**src/rtl/mem_port_arbiter.sv**
```systemverilog
// mem_port_arbiter
// Lets the IF fetch port and the MEM load/store port share one single-ported
// SRAM macro. One access is granted per cycle. Read data comes back one cycle
// after the grant. Data accesses normally win. After MAX_DM_STREAK consecutive
// data grants while a fetch is waiting, the fetch is served once.
//
// Ports
//   clk, rst                 clock; asynchronous active-high reset
//   if_req/if_addr           fetch request and word address
//   if_flush                 masks the fetch response returned this cycle
//   if_gnt/if_stall          fetch issued this cycle / fetch waiting
//   if_rvalid/if_rdata       fetch response
//   dm_req/dm_web/dm_addr/dm_wdata  data request (dm_web 4'hF = read)
//   dm_gnt/dm_stall          data access issued this cycle / data waiting
//   dm_rvalid/dm_rdata       load response (reads only)
//   sram_cs/oe/web/a/di/do   SRAM macro interface
module mem_port_arbiter #(
    parameter int unsigned ADDR_W        = 14,
    parameter int unsigned DATA_W        = 32,
    parameter int unsigned MAX_DM_STREAK = 4
) (
    input  logic              clk,
    input  logic              rst,
    input  logic              if_req,
    input  logic [ADDR_W-1:0] if_addr,
    input  logic              if_flush,
    output logic              if_gnt,
    output logic              if_rvalid,
    output logic [DATA_W-1:0] if_rdata,
    output logic              if_stall,
    input  logic              dm_req,
    input  logic [3:0]        dm_web,
    input  logic [ADDR_W-1:0] dm_addr,
    input  logic [DATA_W-1:0] dm_wdata,
    output logic              dm_gnt,
    output logic              dm_rvalid,
    output logic [DATA_W-1:0] dm_rdata,
    output logic              dm_stall,
    output logic              sram_cs,
    output logic              sram_oe,
    output logic [3:0]        sram_web,
    output logic [ADDR_W-1:0] sram_a,
    output logic [DATA_W-1:0] sram_di,
    input  logic [DATA_W-1:0] sram_do
);

    typedef enum logic [1:0] {
        OWN_NONE,
        OWN_IF_RD,
        OWN_DM_RD
    } owner_t;

    localparam logic [3:0] STREAK_MAX = 4'(MAX_DM_STREAK);

    owner_t            r_owner;
    owner_t            w_owner_nxt;
    logic [3:0]        r_streak;
    logic [3:0]        w_streak_nxt;
    logic [DATA_W-1:0] r_if_rdata;
    logic [DATA_W-1:0] r_dm_rdata;
    logic              w_if_gnt;
    logic              w_dm_gnt;
    logic              w_rd_gnt;

    // Grants are gated by rst so the SRAM is idle while reset is asserted,
    // even though the requests themselves are combinational inputs.
    always_comb begin
        w_dm_gnt = 1'b0;
        w_if_gnt = 1'b0;
        if (!rst) begin
            w_dm_gnt = dm_req && !(if_req && (r_streak == STREAK_MAX));
            w_if_gnt = if_req && !w_dm_gnt;
        end
        w_rd_gnt = w_if_gnt || (w_dm_gnt && (dm_web == 4'hF));
    end

    // Next-state for the response owner and the DM streak counter
    always_comb begin
        w_owner_nxt  = OWN_NONE;
        w_streak_nxt = r_streak;
        if (w_if_gnt) begin
            w_owner_nxt = OWN_IF_RD;
        end else if (w_dm_gnt && (dm_web == 4'hF)) begin
            w_owner_nxt = OWN_DM_RD;
        end
        if (w_if_gnt || !if_req) begin
            w_streak_nxt = '0;
        end else if (w_dm_gnt && (r_streak != STREAK_MAX)) begin
            w_streak_nxt = r_streak + 4'd1;
        end
    end

    // SRAM drive: winner's request in a grant cycle, quiet otherwise
    always_comb begin
        sram_cs  = 1'b0;
        sram_web = 4'hF;
        sram_a   = '0;
        sram_di  = '0;
        if (w_dm_gnt) begin
            sram_cs  = 1'b1;
            sram_web = dm_web;
            sram_a   = dm_addr;
            sram_di  = dm_wdata;
        end else if (w_if_gnt) begin
            sram_cs = 1'b1;
            sram_a  = if_addr;
        end
        sram_oe = w_rd_gnt || (r_owner != OWN_NONE);
    end

    always_ff @(posedge clk or posedge rst) begin
        if (rst) begin
            r_owner    <= OWN_NONE;
            r_streak   <= '0;
            r_if_rdata <= '0;
            r_dm_rdata <= '0;
        end else begin
            r_owner  <= w_owner_nxt;
            r_streak <= w_streak_nxt;
            if (r_owner == OWN_IF_RD) begin
                r_if_rdata <= sram_do;
            end
            if (r_owner == OWN_DM_RD) begin
                r_dm_rdata <= sram_do;
            end
        end
    end

    // Response data passes straight through in the response cycle and is
    // then held, so each rdata output always shows its last returned word.
    assign if_rdata  = (r_owner == OWN_IF_RD) ? sram_do : r_if_rdata;
    assign dm_rdata  = (r_owner == OWN_DM_RD) ? sram_do : r_dm_rdata;
    assign if_rvalid = (r_owner == OWN_IF_RD) && !if_flush;
    assign dm_rvalid = (r_owner == OWN_DM_RD);

    assign if_gnt   = w_if_gnt;
    assign dm_gnt   = w_dm_gnt;
    assign if_stall = if_req && !w_if_gnt;
    assign dm_stall = dm_req && !w_dm_gnt;

endmodule

```
**config.mk**
```make
export PLATFORM = sky130hd
export DESIGN_NAME = mem_port_arbiter
export DESIGN_NICKNAME = d
export VERILOG_FILES = /design/src/rtl/mem_port_arbiter.sv
export SDC_FILE = /design/constraint.sdc
export NUM_CORES = 1
export LEC_CHECK = 0
export CAP_MARGIN = 25
export CORE_MARGIN = 2
export CORE_UTILIZATION = 38
export CTS_BUF_LIST = sky130_fd_sc_hd__clkbuf_8
export CTS_CLUSTER_DIAMETER = 100
export DETAILED_ROUTE_END_ITERATION = 8
export DONT_BUFFER_PORTS = 1
export GPL_ROUTABILITY_DRIVEN = 0
export REMOVE_ABC_BUFFERS = 1
export SLEW_MARGIN = 20
export SYNTH_ARGS = -nofsm -noshare
export SYNTH_HDL_FRONTEND = slang
export SYNTH_SLANG_ARGS = --single-unit
```
**constraint.sdc**
```tcl
create_clock -name clk -period 3.3 [get_ports clk]
set_input_delay 0.66 -clock clk [delete_from_list [all_inputs] [get_ports clk]]
set_output_delay 0.66 -clock clk [all_outputs]
set_load 0.02 [all_outputs]
```
# Yosys cells after proc, flatten, opt, wreduce, memory -nomap -nowiden
# Index checks and enable logic that the tools add are counted.
# word_totals
elab_cells	43
output_inout_bits	122
ff_bits	70
inputBits	101
# classes
addsub	1
eq_ne	5
n_reduce_logical	19
muxes	14
# op_table
operator	count
32-bit two-way mux	3
14-bit two-way mux	2
4-bit two-way mux	3
1-bit logical AND	8
1-bit logical NOT	6
4-bit by 1-bit adder with 4-bit output, second input constant	1
4-bit by 3-bit equality test with 1-bit output, second input constant	1
4-bit equality test, second input constant	1
1-bit two-way mux	4
2-bit two-way mux	2
4-bit by 3-bit != test with 1-bit output, second input constant	1
2-bit nonzero test	2
1-bit logical OR	3
2-bit by 1-bit equality test with 1-bit output, second input constant	1
2-bit equality test, second input constant	1

# Logic depth before layout (Yosys ltp)
# Gate-level depths: netlist (run 1).
# logic_depth
depth_word	9
depth_mapped	7
ltp_nobuf	6

# Worst setup path before layout (run 1)
# No wires, ideal clock.
# synth_path
path_kind	input to register
startpoint	input rst
endpoint	register r_streak[1]
t_arrival_ps	2416
setup_ps	204
slack_ps	679
stages	3
path_cell_list	buf_4 > inv_1 > o32ai_1
# synth_between
elab_chain_cells	3
word_cells_on_any_way	6
# synth_rtl
item	line_no	text
start: declaration	23	input logic rst,
1-bit two-way mux	70	if (!rst) begin
1-bit logical OR or 1-bit logical AND (tied branches)	86, 88	
4-bit two-way mux or 2-bit nonzero test (tied branches)	-	
end signal: assignment	119	r_streak <= w_streak_nxt;
end: declaration	57	logic [3:0] r_streak;
# Parallel ways exist; a longest one is shown, timed or not.
# A chain may end at the register's enable or synchronous reset.

# Worst setup path after layout (run 1)
# layout_path
startpoint	register r_streak[0]
endpoint	output sram_a[1]
# layout_between
word_cells_on_any_way	10
# layout_rtl
item	line_no	text
4-bit by 3-bit equality test with 1-bit output	71	w_dm_gnt = dm_req && !(if_req && (r_streak == STREAK_MAX));
1-bit logical AND	71	
1-bit logical NOT	71	
1-bit logical AND	71	
1-bit two-way mux	70	
via dm_gnt	35	output logic dm_gnt,
14-bit two-way mux	99	if (w_dm_gnt) begin
end: declaration	42	output logic [ADDR_W-1:0] sram_a,
# The timed path passes the listed nets, and every way through them passes these cells.

==> results of run 1 <==
-- metrics by stage --
step	cells	cell area, µm²	power, mW	utilization
final	348	3450	2.22	0.422
after global routing	348	3450	2.34	0.422
after CTS	347	3450	2.25	0.421
after detailed placement	332	3280	1.66	0.402
after global placement	332	3280	1.64	0.402
after floorplan	223	3100	1.57	-
-- path summary, 6_finish.rpt --
check	start	endpoint	slack [ps]	depth (start not counted)
min in group clk	if_req	r_streak[3]$_DFFE_PP0P_	460	2
max in group asynchronous	rst	r_dm_rdata[1]$_DFF_PP0_	2300	2
min reg2reg	r_dm_rdata[26]$_DFF_PP0_	r_dm_rdata[26]$_DFF_PP0_	590	1
min	rst	r_dm_rdata[18]$_DFF_PP0_	240	1
max	r_streak[0]$_DFFE_PP0P_	sram_a[1]	450	6
max reg2reg	r_owner[0]$_DFF_PP0_	r_dm_rdata[13]$_DFF_PP0_	1600	2
-- power breakdown --
part | internal (mW) | switching, mW
sequential | 1.01 | 0.0380
clock | 0.267 | 0.320
combinational | 0.162 | 0.419
total | 1.44 | 0.778
-- final cells by class --
type	count	area, µm²
Inverter	7	26.3
Tap cell	105	131
Clock inverter	6	38.8
Sequential cell	70	1750
Multi-Input combinational cell	146	1330
Timing Repair Buffer	4	42.5
Clock buffer	9	124
Antenna cell	1	2.50
Fill cell	774	4730
-- worst max-delay path: stages (launching register included) --
cell	delay (ps)
sky130_fd_sc_hd__dfrtp_1	430
sky130_fd_sc_hd__inv_1	60
sky130_fd_sc_hd__ha_1	240
sky130_fd_sc_hd__nand3b_4	120
sky130_fd_sc_hd__o21ai_2	80
sky130_fd_sc_hd__inv_2	520
sky130_fd_sc_hd__a22o_1	390
-- state kept, by name, summed over array words and instances, names as in the netlist --
register / flops
r_dm_rdata: 32
r_owner: 2
r_if_rdata: 32
r_streak: 4
-- cell usage in the layout, fill, tap and decap left out, types with 4 or more instances in the layout --
cell	synthesis	final
sky130_fd_sc_hd__nand3_1	5	5
sky130_fd_sc_hd__dfrtp_1	70	70
sky130_fd_sc_hd__inv_1	6	5
sky130_fd_sc_hd__nand2b_1	6	5
sky130_fd_sc_hd__a22o_2	8	8
sky130_fd_sc_hd__mux2_2	64	64
sky130_fd_sc_hd__nor2_1	4	4
sky130_fd_sc_hd__clkbuf_8	0	9
sky130_fd_sc_hd__and2_1	33	33
sky130_fd_sc_hd__a22o_1	6	6
-- per-layer routing --
layer,wire length (µm),part of all wire
met5,40,0.0045
met4,182,0.020
met1,2790,0.31
met3,1260,0.14
met2,4630,0.52
-- kinds of logic (layout without fill, tap and decap cells) --
family / Yosys count / in the layout
multiplexers: 64 / 64
other: 0 / 1
AND/OR/NAND/NOR: 60 / 60
buffers and inverters: 22 / 26
flip-flops: 70 / 70
adder cells (fa/ha/maj): 2 / 2
AO/OA/AOI/OAI: 20 / 20
==> results_tabular.tex, run 1 <==
\begin{tabular}{lr}
\hline
Metric & Value \\
\hline
\multicolumn{2}{l}{\textbf{Drt}} \\
\quad Total via count after detailed routing & 1918 \\
\quad Wire length per cell & about 26 µm \\
\quad Vias/cell & between 5 and 6 \\
\quad Length of the first detailed-routing pass in iterations & 4 \\
\quad Final Routed Wirelength & approximately 8900 µm \\
\quad Count of antenna-violating nets left after detailed routing & 0 \\
\quad Detailed Route Iter0 Violations & between 40 and 50 \\
\quad Post-detailed-route DRC marker count & 0 \\
\multicolumn{2}{l}{\textbf{Placed design}} \\
\quad Port Buf Inserts & 0 \\
\quad Post-detailed-placement half-perimeter wirelength & $\sim$7100 µm \\
\quad Pre-CTS setup slack & between 700 and 800 ps \\
\multicolumn{2}{l}{\textbf{Synthesis}} \\
\quad Number of synthesized flops with an enable pin & 0 \\
\quad Part of the Yosys area used for sequential elements & 0.549 \\
\quad Main combinational cell family by area after synthesis & multiplexers \\
\quad Flip-flop cell with the highest count after synthesis & sky130\_fd\_sc\_hd\_\_dfrtp\_1 \\
\quad Ranking of synthesized cells by area & sky130\_fd\_sc\_hd\_\_dfrtp\_1 (55\%), sky130\_fd\_sc\_hd\_\_mux2\_2 (23\%), sky130\_fd\_sc\_hd\_\_and2\_1 (6.5\%) \\
\quad Share of synthesized cell area in and, or, nand and nor gates & 0.122 \\
\quad Avg Cell Area, Syn & 13.4 µm² \\
\quad YS warnings & 0 \\
\quad Share of Yosys cell area claimed by the top area cell type & 0.549 \\
\quad Proportion of register bits with asynchronous set or reset after synthesis & 1.00 \\
\quad Post-synthesis mux area share & 0.226 \\
\quad Flop and latch count out of synthesis & 70 \\
\quad Most frequent cell after synthesis & sky130\_fd\_sc\_hd\_\_dfrtp\_1 \\
\quad XOR/XNOR share of the synthesized area & 0 \\
\quad Synthesized-area fraction occupied by ao, oa, aoi and oai cells & 0.0588 \\
\quad Number of library cell types mapped by synthesis & 29 \\
\quad Cell area after synthesis & between 3000 and 4000 µm² \\
\quad Number of cells produced by synthesis & about 240 \\
\quad Most frequent cells after synthesis & sky130\_fd\_sc\_hd\_\_dfrtp\_1 (70), sky130\_fd\_sc\_hd\_\_mux2\_2 (64), sky130\_fd\_sc\_hd\_\_and2\_1 (33) \\
\quad Fraction of the mapped netlist area in adder cells & 0.00784 \\
\quad Biggest area consumer among synthesized cells & sky130\_fd\_sc\_hd\_\_dfrtp\_1 \\
\multicolumn{2}{l}{\textbf{Global routing}} \\
\quad Most utilized layer in the global route result & met2 \\
\quad Global-route met1 utilization & 0.176 \\
\quad GR met3 Demand/Resource & 0.108 \\
\quad Met2 layer usage reported by global route & 0.323 \\
\quad Number of antenna violations at the first check in global routing & 4 \\
\quad Sum of overflow across all layers after global routing & 0 \\
\quad Via count of the first global-routing pass & slightly below 2000 \\
\quad Maximum number of pins on one net before global-route repair & 52 \\
\quad Global-route usage over all layers & 0.185 \\
\quad Global-route wire length before repair & between 10000 and 15000 µm \\
\multicolumn{2}{l}{\textbf{Timing}} \\
\quad Setup slack after layout & 450 ps \\
\quad Final critical-path required period & between 2000 and 3000 ps \\
\quad Final worst-path cycle share & 0.863 \\
\quad Total negative slack & 0 ps \\
\quad Worst clock skew & roughly 7.0 ps \\
\quad Final setup fails & 0 \\
\quad Hold slack final & around 240 ps \\
\quad Worst slew slack as a fraction of its limit & 0.423 \\
\quad Maximum clock frequency & between 0.3 and 0.4 GHz \\
\quad Slew at the pin closest to its max-slew limit & between 800 and 900 ps \\
\quad Hold violation total from the final report & 0 \\
\quad RSZ-0062 raised after global routing & no \\
\quad Max-slew violation count & 0 \\
\multicolumn{2}{l}{\textbf{Clock tree}} \\
\quad Insertion delay to the later sink of the worst-skew pair & between 300 and 400 ps \\
\quad TritonCTS buffer count & 9 \\
\quad Number of post-CTS setup repair buffers & 0 \\
\quad Cts repair resizes & 0 \\
\quad Worst-path clk slew & $\sim$70 ps \\
\quad H-tree level count & 3 \\
\quad Buffer cell driving the clock tree root & sky130\_fd\_sc\_hd\_\_clkbuf\_8 \\
\quad Number of buffers added to fix hold violations after cts & 0 \\
\quad Max clock buf depth & 2 \\
\quad CTS sink cnt & 70 \\
\quad TritonCTS clock tree & yes \\
\multicolumn{2}{l}{\textbf{Critical path}} \\
\quad Critical path data arrival time & around 2200 ps \\
\quad Peak fanout along the critical path & 51 \\
\quad Class of the most critical setup path & flip-flop to output pin \\
\quad Kind of launch point of the worst setup path & flip-flop \\
\quad Setup crit end kind & output pin \\
\quad Req. time, crit path & about 2600 ps \\
\multicolumn{2}{l}{\textbf{Die}} \\
\quad Die Span X & between 90 and 100 µm \\
\quad Area enclosed by the die boundary & 9150 µm² \\
\quad Die height & 95.6 µm \\
\quad Count of standard-cell rows & 33 \\
\quad Initial Utilization & 0.390 \\
\quad Core region area & a little over 8000 µm² \\
\quad IO Pins & between 200 and 250 \\
\multicolumn{2}{l}{\textbf{Finish}} \\
\quad NumNets Final & roughly 340 \\
\quad Fraction of layout cells with a size suffix above 1 & 0.417 \\
\quad Area added between synthesis and finish & 8.08\% \\
\multicolumn{2}{l}{\textbf{Flow run}} \\
\quad Max-capacitance violation count & 0 \\
\multicolumn{2}{l}{\textbf{Pwr}} \\
\quad Power Dens Cells & between 600 and 700 nW/µm² \\
\quad Worst IR Drop VDD & about 0.00020 V \\
\quad Leakage component of the power & 1.46 nW \\
\multicolumn{2}{l}{\textbf{Status}} \\
\quad Outcome & finished, final reports clean \\
\multicolumn{2}{l}{\textbf{Hold path}} \\
\quad Hold/Removal Path Class & input pin to async pin \\
\hline
\end{tabular}
Note: power is estimated with default switching activity, not from simulation.
==> inputs of run 2 (changes only) <==
--- a/config.mk
+++ b/config.mk
@@ -6,15 +6,15 @@
 export NUM_CORES = 1
 export LEC_CHECK = 0
 export CAP_MARGIN = 25
-export CORE_MARGIN = 2
-export CORE_UTILIZATION = 38
+export CORE_AREA = 2 2 87 89
 export CTS_BUF_LIST = sky130_fd_sc_hd__clkbuf_8
 export CTS_CLUSTER_DIAMETER = 100
 export DETAILED_ROUTE_END_ITERATION = 8
+export DIE_AREA = 0 0 89 91
 export DONT_BUFFER_PORTS = 1
 export GPL_ROUTABILITY_DRIVEN = 0
+export PLACE_DENSITY = 0.64
 export REMOVE_ABC_BUFFERS = 1
-export SLEW_MARGIN = 20
 export SYNTH_ARGS = -nofsm -noshare
 export SYNTH_HDL_FRONTEND = slang
 export SYNTH_SLANG_ARGS = --single-unit
==> results_tabular.tex, run 2 (same netlist as run 1, synthesis figures left out) <==
\begin{tabular}{lr}
\hline
Metric & Value \\
\hline
\multicolumn{2}{l}{\textbf{Pwr}} \\
\quad Worst IR Drop VDD & 0.000203 V (was 0.000201 V) \\
\quad Power Dens Cells & 685 nW/µm² (was 644 nW/µm²) \\
\quad Leakage component of the power & 1.50 nW (was 1.46 nW) \\
\multicolumn{2}{l}{\textbf{Timing}} \\
\quad Final setup fails & 0 (unchanged) \\
\quad Worst slew slack as a fraction of its limit & 0.551 (was 0.423) \\
\quad Slew at the pin closest to its max-slew limit & 671 ps (was 865 ps) \\
\quad RSZ-0062 raised after global routing & no (unchanged) \\
\quad Final critical-path required period & 2850 ps (about the same) \\
\quad Hold violation total from the final report & 0 (unchanged) \\
\quad Total negative slack & 0 ps (unchanged) \\
\quad Max-slew violation count & 0 (unchanged) \\
\quad Maximum clock frequency & 0.351 GHz (about the same) \\
\quad Setup slack after layout & 452 ps (was 450 ps) \\
\quad Final worst-path cycle share & 0.863 (about the same) \\
\quad Worst clock skew & 6.42 ps (was 7.01 ps) \\
\multicolumn{2}{l}{\textbf{Finish}} \\
\quad Filler cell count & 648 (was 774) \\
\quad Leading cell types in the layout, fill and taps excluded & sky130\_fd\_sc\_hd\_\_dfrtp\_1 (70), sky130\_fd\_sc\_hd\_\_mux2\_2 (64), sky130\_fd\_sc\_hd\_\_and2\_1 (33), sky130\_fd\_sc\_hd\_\_clkbuf\_8 (10), sky130\_fd\_sc\_hd\_\_a22o\_2 (8) (was sky130\_fd\_sc\_hd\_\_dfrtp\_1 (70), sky130\_fd\_sc\_hd\_\_mux2\_2 (64), sky130\_fd\_sc\_hd\_\_and2\_1 (33), sky130\_fd\_sc\_hd\_\_clkbuf\_8 (9), sky130\_fd\_sc\_hd\_\_a22o\_2 (8)) \\
\quad Final Instance Area & 3500 µm² (was 3450 µm²) \\
\quad NumNets Final & 343 (was 341) \\
\quad Most frequent standard cell in the layout excluding fill and tap cells & sky130\_fd\_sc\_hd\_\_dfrtp\_1 (unchanged) \\
\quad Fraction of layout cells with a size suffix above 1 & 0.416 (was 0.417) \\
\quad Area added between synthesis and finish & 9.73\% (was 8.08\%) \\
\quad Largest registers & r\_dm\_rdata (32), r\_if\_rdata (32), r\_streak (4) (unchanged) \\
\multicolumn{2}{l}{\textbf{Critical path}} \\
\quad Critical register-to-register path startpoint & r\_streak[0]\$\_DFFE\_PP0P\_ (was r\_owner[0]\$\_DFF\_PP0\_) \\
\quad Setup crit end kind & output pin (unchanged) \\
\quad Class of the most critical setup path & flip-flop to output pin (unchanged) \\
\quad Slowest-stage cell, CP & sky130\_fd\_sc\_hd\_\_a211oi\_4 (was sky130\_fd\_sc\_hd\_\_inv\_2) \\
\quad Critical path data arrival time & 2190 ps (about the same) \\
\quad Capture point of the worst reg-to-reg path & r\_owner[0]\$\_DFF\_PP0\_ (was r\_dm\_rdata[13]\$\_DFF\_PP0\_) \\
\quad Longest individual stage delay on the worst path & 630 ps (was 520 ps) \\
\quad Peak fanout along the critical path & 18 (was 51) \\
\quad Crit path from & r\_streak[0]\$\_DFFE\_PP0P\_ (unchanged) \\
\quad Req. time, crit path & 2640 ps (about the same) \\
\quad Worst setup slack for register-to-register paths & 1660 ps (was 1600 ps) \\
\quad Kind of launch point of the worst setup path & flip-flop (unchanged) \\
\quad CP Cell Sequence & inv\_1, ha\_1, nand3b\_4, a211oi\_4, or4\_1 (was inv\_1, ha\_1, nand3b\_4, o21ai\_2, inv\_2, a22o\_1) \\
\quad Number of cell instances on the worst register-to-register path & 4 (was 2) \\
\multicolumn{2}{l}{\textbf{Clock tree}} \\
\quad Insertion delay to the later sink of the worst-skew pair & 340 ps (about the same) \\
\quad Number of buffers added to fix hold violations after cts & 0 (unchanged) \\
\quad TritonCTS buffer count & 9 (unchanged) \\
\quad CTS sink cnt & 70 (unchanged) \\
\quad Worst-path clk slew & 70 ps (about the same) \\
\quad TritonCTS clock tree & yes (unchanged) \\
\quad Number of post-CTS setup repair buffers & 0 (unchanged) \\
\quad Cts repair resizes & 0 (unchanged) \\
\quad Buffer cell driving the clock tree root & sky130\_fd\_sc\_hd\_\_clkbuf\_8 (unchanged) \\
\quad Max clock buf depth & 2 (unchanged) \\
\quad H-tree level count & 3 (unchanged) \\
\multicolumn{2}{l}{\textbf{Die}} \\
\quad Core region area & 7140 µm² (was 8180 µm²) \\
\quad Area enclosed by the die boundary & 8100 µm² (was 9150 µm²) \\
\quad Die Span X & 89 µm (was 95.6 µm) \\
\quad IO Pins & 223 (unchanged) \\
\quad Initial Utilization & 0.447 (was 0.390) \\
\quad Count of standard-cell rows & 31 (was 33) \\
\quad Die height & 91 µm (was 95.6 µm) \\
\multicolumn{2}{l}{\textbf{Drt}} \\
\quad Count of antenna-violating nets left after detailed routing & 0 (unchanged) \\
\quad Length of the first detailed-routing pass in iterations & 4 (unchanged) \\
\quad Total via count after detailed routing & 1904 (was 1918) \\
\quad Final Routed Wirelength & 8210 µm (was 8910 µm) \\
\quad Detailed Route Iter0 Violations & 49 (unchanged) \\
\quad Vias/cell & 5.52 (was 5.51) \\
\quad Wire length per cell & 23.8 µm (was 25.6 µm) \\
\quad Post-detailed-route DRC marker count & 0 (unchanged) \\
\multicolumn{2}{l}{\textbf{Placed design}} \\
\quad Pre-CTS setup slack & 796 ps (was 726 ps) \\
\quad Post-detailed-placement half-perimeter wirelength & 6410 µm (was 7130 µm) \\
\quad Dpl cell area & 3280 µm² (about the same) \\
\quad Port Buf Inserts & 0 (unchanged) \\
\multicolumn{2}{l}{\textbf{Global routing}} \\
\quad Number of antenna violations at the first check in global routing & 2 (was 4) \\
\quad Maximum number of pins on one net before global-route repair & 52 (unchanged) \\
\quad Global-route usage over all layers & 0.200 (was 0.185) \\
\quad Via count of the first global-routing pass & 1977 (was 1955) \\
\quad Sum of overflow across all layers after global routing & 0 (unchanged) \\
\quad Global-route wire length before repair & 11700 µm (was 11800 µm) \\
\multicolumn{2}{l}{\textbf{Flow run}} \\
\quad Max-capacitance violation count & 0 (unchanged) \\
\multicolumn{2}{l}{\textbf{Status}} \\
\quad Outcome & finished, final reports clean (unchanged) \\
\multicolumn{2}{l}{\textbf{Hold path}} \\
\quad Hold/Removal Path Class & input pin to async pin (unchanged) \\
\hline
\end{tabular}
-- run 2: layout make-up --
cell class                      count  area, µm²  area share
Antenna cell                        1       2.50    0.000715
Clock buffer                       10        138      0.0393
Clock inverter                      6       85.1      0.0243
Inverter                            7       26.3     0.00751
Multi-Input combinational cell    146       1330       0.380
Sequential cell                    70       1750       0.500
Tap cell                           99        124      0.0354
Timing Repair Buffer                6       45.0      0.0129
-- run 2: worst max-delay path by stage --
| stage | slack (ps) | cells past startpoint | end |
|---|---|---|---|
| floorplan | 300 | 2 | if_rdata[0] |
| global placement | 830 | 4 | sram_a[3] |
| detailed placement | 800 | 4 | sram_a[3] |
| CTS | 430 | 5 | sram_oe |
| global route | 300 | 5 | sram_oe |
| finish | 450 | 5 | sram_oe |
-- run 2: critical path: cells and delay by family (launching register included) --
| kind | cells | cell delay [ps] |
|---|---|---|
| AND/OR/NAND/NOR | 2 | 510 |
| buffers and inverters | 1 | 70 |
| flip-flops | 1 | 430 |
| AO/OA/AOI/OAI | 1 | 630 |
| adder cells (fa/ha/maj) | 1 | 210 |
-- run 2: power breakdown --
| group | internal [mW] | total, mW | leakage [nW] | switching, mW |
|---|---|---|---|---|
| sequential | 1.01 | 1.05 | 0.833 | 0.0359 |
| clock | 0.445 | 0.765 | 0.114 | 0.320 |
| combinational | 0.161 | 0.582 | 0.555 | 0.420 |
| total | 1.62 | 2.40 | 1.50 | 0.777 |
-- run 2: metal layers --
metal	track usage	routed length, µm	vias to the layer above
li1	-	-	826
met1	0.210	2970	941
met2	0.323	3970	119
met3	0.105	990	16
met4	0.102	264	2
met5	0	13	-
-- run 2: stage by stage --
| step | hold WS [ps] | instances | utilization | power, mW |
|---|---|---|---|---|
| final | 277 | 345 | 0.491 | 2.40 |
| after global routing | 310 | 344 | 0.490 | 2.51 |
| after CTS | 286 | 344 | 0.490 | 2.42 |
| after detailed placement | 573 | 328 | 0.459 | 1.66 |
| after global placement | 551 | 328 | 0.459 | 1.64 |
| after floorplan | 519 | 223 | - | 1.57 |
